### config.mk
export PLATFORM = sky130hd
export DESIGN_NAME = cache_repair_arbiter_flat
export DESIGN_NICKNAME = d
export VERILOG_FILES = /design/src/rtl/cache_repair_arbiter_if.sv /design/src/rtl/cache_repair_arbiter.sv /design/src/flat_wrapper.sv
export SDC_FILE = /design/constraint.sdc
export NUM_CORES = 1
export LEC_CHECK = 0
export BUFFER_PORTS_ARGS = -buffer_cell sky130_fd_sc_hd__buf_2
export CAP_MARGIN = 10
export CORE_AREA = 4 4 613 615
export CTS_CLUSTER_DIAMETER = 60
export DETAILED_ROUTE_END_ITERATION = 6
export DIE_AREA = 0 0 617 619
export PLACE_DENSITY_LB_ADDON = 0.15
export SLEW_MARGIN = 20
export SYNTH_ARGS = -nofsm -noshare
export SYNTH_HDL_FRONTEND = slang
export SYNTH_SLANG_ARGS = --single-unit
### constraint.sdc
create_clock -name clk -period 5.2 [get_ports clk]
set_input_delay 0.78 -clock clk [delete_from_list [all_inputs] [get_ports clk]]
set_output_delay 0.78 -clock clk [all_outputs]
set_load 0.05 [all_outputs]
### src/rtl/cache_repair_arbiter_if.sv
// Client-side repair requests plus the shared backing-memory port, bundled as one interface.
// Latency: none, wires only.
// Backpressure: memory accepts through mem_rready/mem_wready; clients hold their requests until repair_resolved.
interface cache_repair_arbiter_if #(
    parameter int LINE_BITS = 256,
    parameter int MASK_BITS = 32
);
    // Client side: index 0 is the I-cache, index 1 is the D-cache
    logic [1:0]                 read_repair_request;
    logic [1:0]                 write_miss_repair;
    logic [1:0][31:0]           missed_addr;
    logic [1:0][31:0]           wb_addr;
    logic [1:0][LINE_BITS-1:0]  wb_data;
    logic [1:0][MASK_BITS-1:0]  wb_mask;
    logic [1:0]                 repair_resolved;
    logic [LINE_BITS-1:0]       fill_data;

    // Backing-memory side
    logic                       mem_raddr_valid;
    logic [31:0]                mem_raddr;
    logic                       mem_rready;
    logic [LINE_BITS-1:0]       mem_rdata;
    logic                       mem_rdata_valid;
    logic                       mem_waddr_valid;
    logic [31:0]                mem_waddr;
    logic [LINE_BITS-1:0]       mem_wdata;
    logic [MASK_BITS-1:0]       mem_wmask;
    logic                       mem_wready;

    // Status
    logic [1:0]                 grant;
    logic                       timeout_err;

    // Arbiter view
    modport master (
        input  read_repair_request, write_miss_repair, missed_addr, wb_addr, wb_data, wb_mask,
        input  mem_rready, mem_rdata, mem_rdata_valid, mem_wready,
        output repair_resolved, fill_data,
        output mem_raddr_valid, mem_raddr, mem_waddr_valid, mem_waddr, mem_wdata, mem_wmask,
        output grant, timeout_err
    );

    // Environment view: the two clients and the memory
    modport slave (
        output read_repair_request, write_miss_repair, missed_addr, wb_addr, wb_data, wb_mask,
        output mem_rready, mem_rdata, mem_rdata_valid, mem_wready,
        input  repair_resolved, fill_data,
        input  mem_raddr_valid, mem_raddr, mem_waddr_valid, mem_waddr, mem_wdata, mem_wmask,
        input  grant, timeout_err
    );
endinterface

### src/rtl/cache_repair_arbiter.sv
// Round-robin arbiter that shares one backing-memory port between the I-cache and D-cache repair engines.
// Latency: request to repair_resolved is 4 cycles for a fill and 5 for a writeback+fill, with zero-wait memory.
// Backpressure: mem_*_valid and its payload stay constant until mem_*ready; a silent memory trips the watchdog.
module cache_repair_arbiter #(
    parameter int LINE_BITS = 256,
    parameter int MASK_BITS = 32,
    parameter int TIMEOUT   = 1023
) (
    input  logic                    clk,
    input  logic                    rst,
    cache_repair_arbiter_if.master  bus
);
    localparam int WD_W = $clog2(TIMEOUT + 1);
    // Last watchdog value before the timeout fires: the counter reads 0 in the first RD_WAIT cycle
    localparam logic [WD_W-1:0] WD_LAST = WD_W'(TIMEOUT - 1);

    localparam logic [2:0] IDLE    = 3'd0;
    localparam logic [2:0] WR_REQ  = 3'd1;
    localparam logic [2:0] RD_REQ  = 3'd2;
    localparam logic [2:0] RD_WAIT = 3'd3;
    localparam logic [2:0] DONE    = 3'd4;

    logic [2:0]             state_q;
    logic                   rr_ptr_q;
    logic [1:0]             grant_q;
    logic [1:0]             resolved_q;
    logic [LINE_BITS-1:0]   fill_q;
    logic                   raddr_vld_q;
    logic                   waddr_vld_q;
    logic                   timeout_q;
    logic [WD_W-1:0]        wd_q;
    logic [31:0]            rd_addr_q;
    logic [31:0]            wr_addr_q;
    logic [LINE_BITS-1:0]   wr_data_q;
    logic [MASK_BITS-1:0]   wr_mask_q;

    logic [1:0]             req;
    logic                   any_req;
    logic                   pick;

    // Choose the preferred client if it is asking, otherwise the other one
    always_comb begin
        req     = bus.read_repair_request | bus.write_miss_repair;
        any_req = |req;
        pick    = rr_ptr_q;
        if (!req[rr_ptr_q]) begin
            pick = ~rr_ptr_q;
        end
    end

    // Transaction sequencer: latch the winner in IDLE, then walk writeback, read, wait, resolve
    always_ff @(posedge clk) begin
        if (rst) begin
            state_q     <= IDLE;
            rr_ptr_q    <= 1'b0;
            grant_q     <= '0;
            resolved_q  <= '0;
            fill_q      <= '0;
            raddr_vld_q <= 1'b0;
            waddr_vld_q <= 1'b0;
            timeout_q   <= 1'b0;
            wd_q        <= '0;
            rd_addr_q   <= '0;
            wr_addr_q   <= '0;
            wr_data_q   <= '0;
            wr_mask_q   <= '0;
        end else begin
            resolved_q <= '0;
            case (state_q)
                IDLE: begin
                    if (any_req) begin
                        grant_q   <= pick ? 2'b10 : 2'b01;
                        // Line-align once here so the memory payload never changes while valid
                        rd_addr_q <= bus.missed_addr[pick] & 32'hFFFF_FFE0;
                        wr_addr_q <= bus.wb_addr[pick] & 32'hFFFF_FFE0;
                        wr_data_q <= bus.wb_data[pick];
                        wr_mask_q <= bus.wb_mask[pick];
                        if (bus.write_miss_repair[pick]) begin
                            waddr_vld_q <= 1'b1;
                            state_q     <= WR_REQ;
                        end else begin
                            raddr_vld_q <= 1'b1;
                            state_q     <= RD_REQ;
                        end
                    end
                end
                WR_REQ: begin
                    if (bus.mem_wready) begin
                        waddr_vld_q <= 1'b0;
                        raddr_vld_q <= 1'b1;
                        state_q     <= RD_REQ;
                    end
                end
                RD_REQ: begin
                    if (bus.mem_rready) begin
                        raddr_vld_q <= 1'b0;
                        wd_q        <= '0;
                        state_q     <= RD_WAIT;
                    end
                end
                RD_WAIT: begin
                    if (bus.mem_rdata_valid) begin
                        fill_q     <= bus.mem_rdata;
                        resolved_q <= grant_q;
                        state_q    <= DONE;
                    end else if (wd_q == WD_LAST) begin
                        // Memory never answered: resolve with an empty line and flag it until reset
                        timeout_q  <= 1'b1;
                        fill_q     <= '0;
                        resolved_q <= grant_q;
                        state_q    <= DONE;
                    end else begin
                        wd_q <= wd_q + 1'b1;
                    end
                end
                DONE: begin
                    // Hand priority to whichever client did not just finish
                    rr_ptr_q <= ~grant_q[1];
                    grant_q  <= '0;
                    state_q  <= IDLE;
                end
                default: begin
                    state_q <= IDLE;
                end
            endcase
        end
    end

    assign bus.repair_resolved = resolved_q;
    assign bus.fill_data       = fill_q;
    assign bus.mem_raddr_valid = raddr_vld_q;
    assign bus.mem_raddr       = rd_addr_q;
    assign bus.mem_waddr_valid = waddr_vld_q;
    assign bus.mem_waddr       = wr_addr_q;
    assign bus.mem_wdata       = wr_data_q;
    assign bus.mem_wmask       = wr_mask_q;
    assign bus.grant           = grant_q;
    assign bus.timeout_err     = timeout_q;

endmodule

### src/flat_wrapper.sv
// flat-port wrapper written by rule: the top's interface ports become plain ports
module cache_repair_arbiter_flat 
#(
    parameter int LINE_BITS = 256,
    parameter int MASK_BITS = 32,
    parameter int TIMEOUT   = 1023
)
  (clk, rst, bus_read_repair_request, bus_write_miss_repair, bus_missed_addr, bus_wb_addr, bus_wb_data, bus_wb_mask, bus_mem_rready, bus_mem_rdata, bus_mem_rdata_valid, bus_mem_wready, bus_repair_resolved, bus_fill_data, bus_mem_raddr_valid, bus_mem_raddr, bus_mem_waddr_valid, bus_mem_waddr, bus_mem_wdata, bus_mem_wmask, bus_grant, bus_timeout_err);
  cache_repair_arbiter_if #(.LINE_BITS(LINE_BITS), .MASK_BITS(MASK_BITS)) bus_i ();
  input  logic clk;
  input  logic rst;
  input wire logic [$bits(bus_i.read_repair_request)-1:0] bus_read_repair_request;
  input wire logic [$bits(bus_i.write_miss_repair)-1:0] bus_write_miss_repair;
  input wire logic [$bits(bus_i.missed_addr)-1:0] bus_missed_addr;
  input wire logic [$bits(bus_i.wb_addr)-1:0] bus_wb_addr;
  input wire logic [$bits(bus_i.wb_data)-1:0] bus_wb_data;
  input wire logic [$bits(bus_i.wb_mask)-1:0] bus_wb_mask;
  input wire logic [$bits(bus_i.mem_rready)-1:0] bus_mem_rready;
  input wire logic [$bits(bus_i.mem_rdata)-1:0] bus_mem_rdata;
  input wire logic [$bits(bus_i.mem_rdata_valid)-1:0] bus_mem_rdata_valid;
  input wire logic [$bits(bus_i.mem_wready)-1:0] bus_mem_wready;
  output wire logic [$bits(bus_i.repair_resolved)-1:0] bus_repair_resolved;
  output wire logic [$bits(bus_i.fill_data)-1:0] bus_fill_data;
  output wire logic [$bits(bus_i.mem_raddr_valid)-1:0] bus_mem_raddr_valid;
  output wire logic [$bits(bus_i.mem_raddr)-1:0] bus_mem_raddr;
  output wire logic [$bits(bus_i.mem_waddr_valid)-1:0] bus_mem_waddr_valid;
  output wire logic [$bits(bus_i.mem_waddr)-1:0] bus_mem_waddr;
  output wire logic [$bits(bus_i.mem_wdata)-1:0] bus_mem_wdata;
  output wire logic [$bits(bus_i.mem_wmask)-1:0] bus_mem_wmask;
  output wire logic [$bits(bus_i.grant)-1:0] bus_grant;
  output wire logic [$bits(bus_i.timeout_err)-1:0] bus_timeout_err;
  assign bus_i.read_repair_request = bus_read_repair_request;
  assign bus_i.write_miss_repair = bus_write_miss_repair;
  assign bus_i.missed_addr = bus_missed_addr;
  assign bus_i.wb_addr = bus_wb_addr;
  assign bus_i.wb_data = bus_wb_data;
  assign bus_i.wb_mask = bus_wb_mask;
  assign bus_i.mem_rready = bus_mem_rready;
  assign bus_i.mem_rdata = bus_mem_rdata;
  assign bus_i.mem_rdata_valid = bus_mem_rdata_valid;
  assign bus_i.mem_wready = bus_mem_wready;
  assign bus_repair_resolved = bus_i.repair_resolved;
  assign bus_fill_data = bus_i.fill_data;
  assign bus_mem_raddr_valid = bus_i.mem_raddr_valid;
  assign bus_mem_raddr = bus_i.mem_raddr;
  assign bus_mem_waddr_valid = bus_i.mem_waddr_valid;
  assign bus_mem_waddr = bus_i.mem_waddr;
  assign bus_mem_wdata = bus_i.mem_wdata;
  assign bus_mem_wmask = bus_i.mem_wmask;
  assign bus_grant = bus_i.grant;
  assign bus_timeout_err = bus_i.timeout_err;
  cache_repair_arbiter #(.LINE_BITS(LINE_BITS), .MASK_BITS(MASK_BITS), .TIMEOUT(TIMEOUT)) u_core (.clk(clk), .rst(rst), .bus(bus_i));
endmodule
==> run summary <==
Cell row count = 224
Pwr/cell area = 545 nW/µm²
Hold Vio Cnt, Final = 0
Largest family of logic cells by synthesized area = compound AO/OA/AOI/OAI gates
Synth unique cells = 46
Final WL = 224000 µm
Share of layout cells above drive strength 1 = 42.9%
CP required = 5.95 ns
First-pass GRT wire length = 281000 µm
Post-CTS sizing = 0
Max IR drop VDD = 355 µV
Crit path max-delay family = simple AND/OR/NAND/NOR gates
Top post-synthesis cells by area = dfxtp_1 53%, a311oi_1 13%, nand2_1 11%, a22o_1 9.5%, nor2_1 5.7%
Routed Antenna Nets = 0
PortBufs = 1553
GRT Overall Usage = 11.1%
Cell Chain, Critical Path = inv_1 > ha_1 > and4_1 > a31oi_2 > nor2_1 > nor2_4 > buf_12 > a22o_1
Mapped cell area = 23600 µm²
GP Congestion = 0.879
Chip height = 619 µm
Max Clock Skew = 0.0427 ns
Mean Syn Cell Area = 9.02 µm²
Fin cells = 9215
Initial DRC count = 1686
Die Wd = 617 µm
Yosys top cell by area = dfxtp_1
Clock Pin Slew Worst Setup and Hold Paths = 0.06 ns
Synth Flop Type = dfxtp_1
Crit path launch type = flip-flop
Grt total ovfl = 0
Postcts setup bufs = 0
Number of flops mapped to enable cells by yosys = 0
Core Footprint = 371000 µm²
Period utilization = 56.6%
Nets = 5048
Complex-gate fraction of the synthesized area = 23.4%
Cells after Synth = 2615
CTS tree = built
Worst Tran Pin Value = 1.02 ns
Multiplexer share of the synthesized area = 0%
Crit path buf inv count = 2
XOR/XNOR share of the synthesized area = 0.297%
Setup violations, final = 0
CTS buffer count = 112
Critical path peak fanout = 101
Asr flop ratio synth = 0%
Setup tns final = 0 ns
Beginning of the worst hold path = bus_mem_rdata[242]
Post-synthesis adder-cell area fraction = 0.106%
H-tree Lvls = 3
Clk Tree Root Cell = clkbuf_16
Min-Delay Path Class = in -> reg
Post-DP HPWL = 189000 µm
Peak Freq = 340 MHz
Max_cap viols = 0
Synth top area share = 52.5%
Vias in the first global route = 27000
Pre-Repair DR Iteration Count = 5
Worst r2r src = u_core.wd_q[0]
DP Worst Slack = 1.68 ns
Multi-input logic area = 9840 µm²
Final hold slack = 0.179 ns
CTS sink count = 619
Final Cell Area = 40800 µm²
Initial antenna violation count = 182
Area grow syn2layout = 73.1%
Seq/Total Area, Yosys = 52.5%
DR DRC count = 0
Top-count cell post-synth = nand2_1
Leak = 0.0178 µW
Origin of the worst setup path = u_core.wd_q[0]
Number of fill cells in the layout = 43400
Drt wl/cell = 24.3 µm
Via density per instance = 2.95
Flops & latches, synth = 619
I/O pin cnt = 1584
Largest net degree at the start of global routing = 200
Reg area = 12400 µm²
Placed Instances = 8935
CP max-delay cell = nor2_4
Most frequent cells after synthesis = 688 x nand2_1, 619 x dfxtp_1, 361 x nor2_1
RSZ-0062 raised after global routing = no
Skew-Pair Late Insertion Delay = 0.80 ns
Total of warnings raised by yosys = 0
Via Count = 27100
CP arrival = 3.69 ns
CTS max path bufs = 4
Worst setup path class = reg -> reg
Final Max Slew Viols = 0
Final worst slack = 2.26 ns
Tmin final = 2.94 ns
Hold Buf Count CTS = 0
Status = finished, final reports clean
Synth Area in Simple Gates = 17.6%
Die area = 382000 µm²
Max_slew headroom = 32.3%
Critical Path End Type = flip-flop
Placed Area = 36800 µm²
Slowest stage delay, CP = 0.59 ns
Initial cell density of the core = 6.36%
==> state kept, by name, indices dropped and copies added (netlist names) <==
name	flops
u_core.bus.fill_data	256
u_core.bus.mem_wdata	256
u_core.bus.mem_wmask	32
u_core.bus.mem_raddr	27
u_core.bus.mem_waddr	27
u_core.wd_q	10
u_core.state_q	3
u_core.bus.grant	2
u_core.bus.repair_resolved	2
u_core.bus.mem_raddr_valid	1
u_core.bus.mem_waddr_valid	1
u_core.bus.timeout_err	1
u_core.rr_ptr_q	1
==> logic make-up after synthesis <==
kind of cell,after synthesis
AOI/OAI and AO/OA,638
xor gates and xnor gates,8
adders and majority gates,2
buffers and inverters,271
DFF,619
other,1
and+or+nand+nor,1076
==> stage by stage <==
step	power (µW)	util [%]
after global placement	14800	9.93
after CTS	22900	11.0
after floorplan	11900	-
after global routing	23400	11.0
final	22300	11.0
after detailed placement	14800	9.93
==> cell type report <==
cell class	count	share of cell area [%]
antenna	80	0.490
clock buffer	150	7.61
clock inverter	50	1.73
inverter	7	0.0643
multi-input combinational	1734	24.1
sequential	619	30.3
tap	4972	15.2
timing repair buffer	1603	20.5
==> metal layers <==
layer	part of all wire [%]	vias to the layer above	track usage (%)
li1	-	12400	-
met1	37	12900	12.0
met2	51	1336	20.4
met3	8.0	385	3.71
met4	3.1	70	2.85
met5	0.21	-	0
==> power by group <==
part / internal, µW / switching (µW) / total, µW
sequential: 5720 / 590 / 6300
clock: 4910 / 2820 / 7730
combinational: 1840 / 6390 / 8230
==> worst paths after layout <==
check | to | cells past startpoint | slack (ns)
max | u_core.bus.fill_data[56] | 8 | 2.26
max reg2reg | u_core.bus.fill_data[56] | 8 | 2.26
min | u_core.bus.fill_data[242] | 2 | 0.18
min reg2reg | u_core.bus.mem_raddr_valid | 2 | 0.46
==> layout by cell type, fill, tap and decap left out, types with 3 or more instances in the layout <==
master / Yosys / routed
buf_2: 166 / 1552
nand2_1: 688 / 688
dfxtp_1: 619 / 619
nor2_1: 361 / 361
a311oi_1: 342 / 342
a22o_1: 256 / 256
clkbuf_16: 0 / 113
diode_2: 0 / 80
buf_4: 26 / 34
clkbuf_1: 56 / 23
buf_12: 0 / 16
bufinv_16: 0 / 15
clkinv_2: 0 / 15
clkbuf_8: 0 / 14
conb_1: 1 / 10
o21ai_0: 8 / 8
xor2_1: 8 / 8
inv_1: 7 / 7
clkinv_4: 0 / 7
a21oi_1: 6 / 6
clkinvlp_4: 0 / 6
o211ai_1: 5 / 5
nor3_1: 5 / 5
inv_6: 0 / 5
and4_1: 3 / 3
o2111ai_1: 3 / 3
and2_1: 3 / 3
and3_1: 3 / 3
Note: power is estimated with default switching activity, not from simulation.
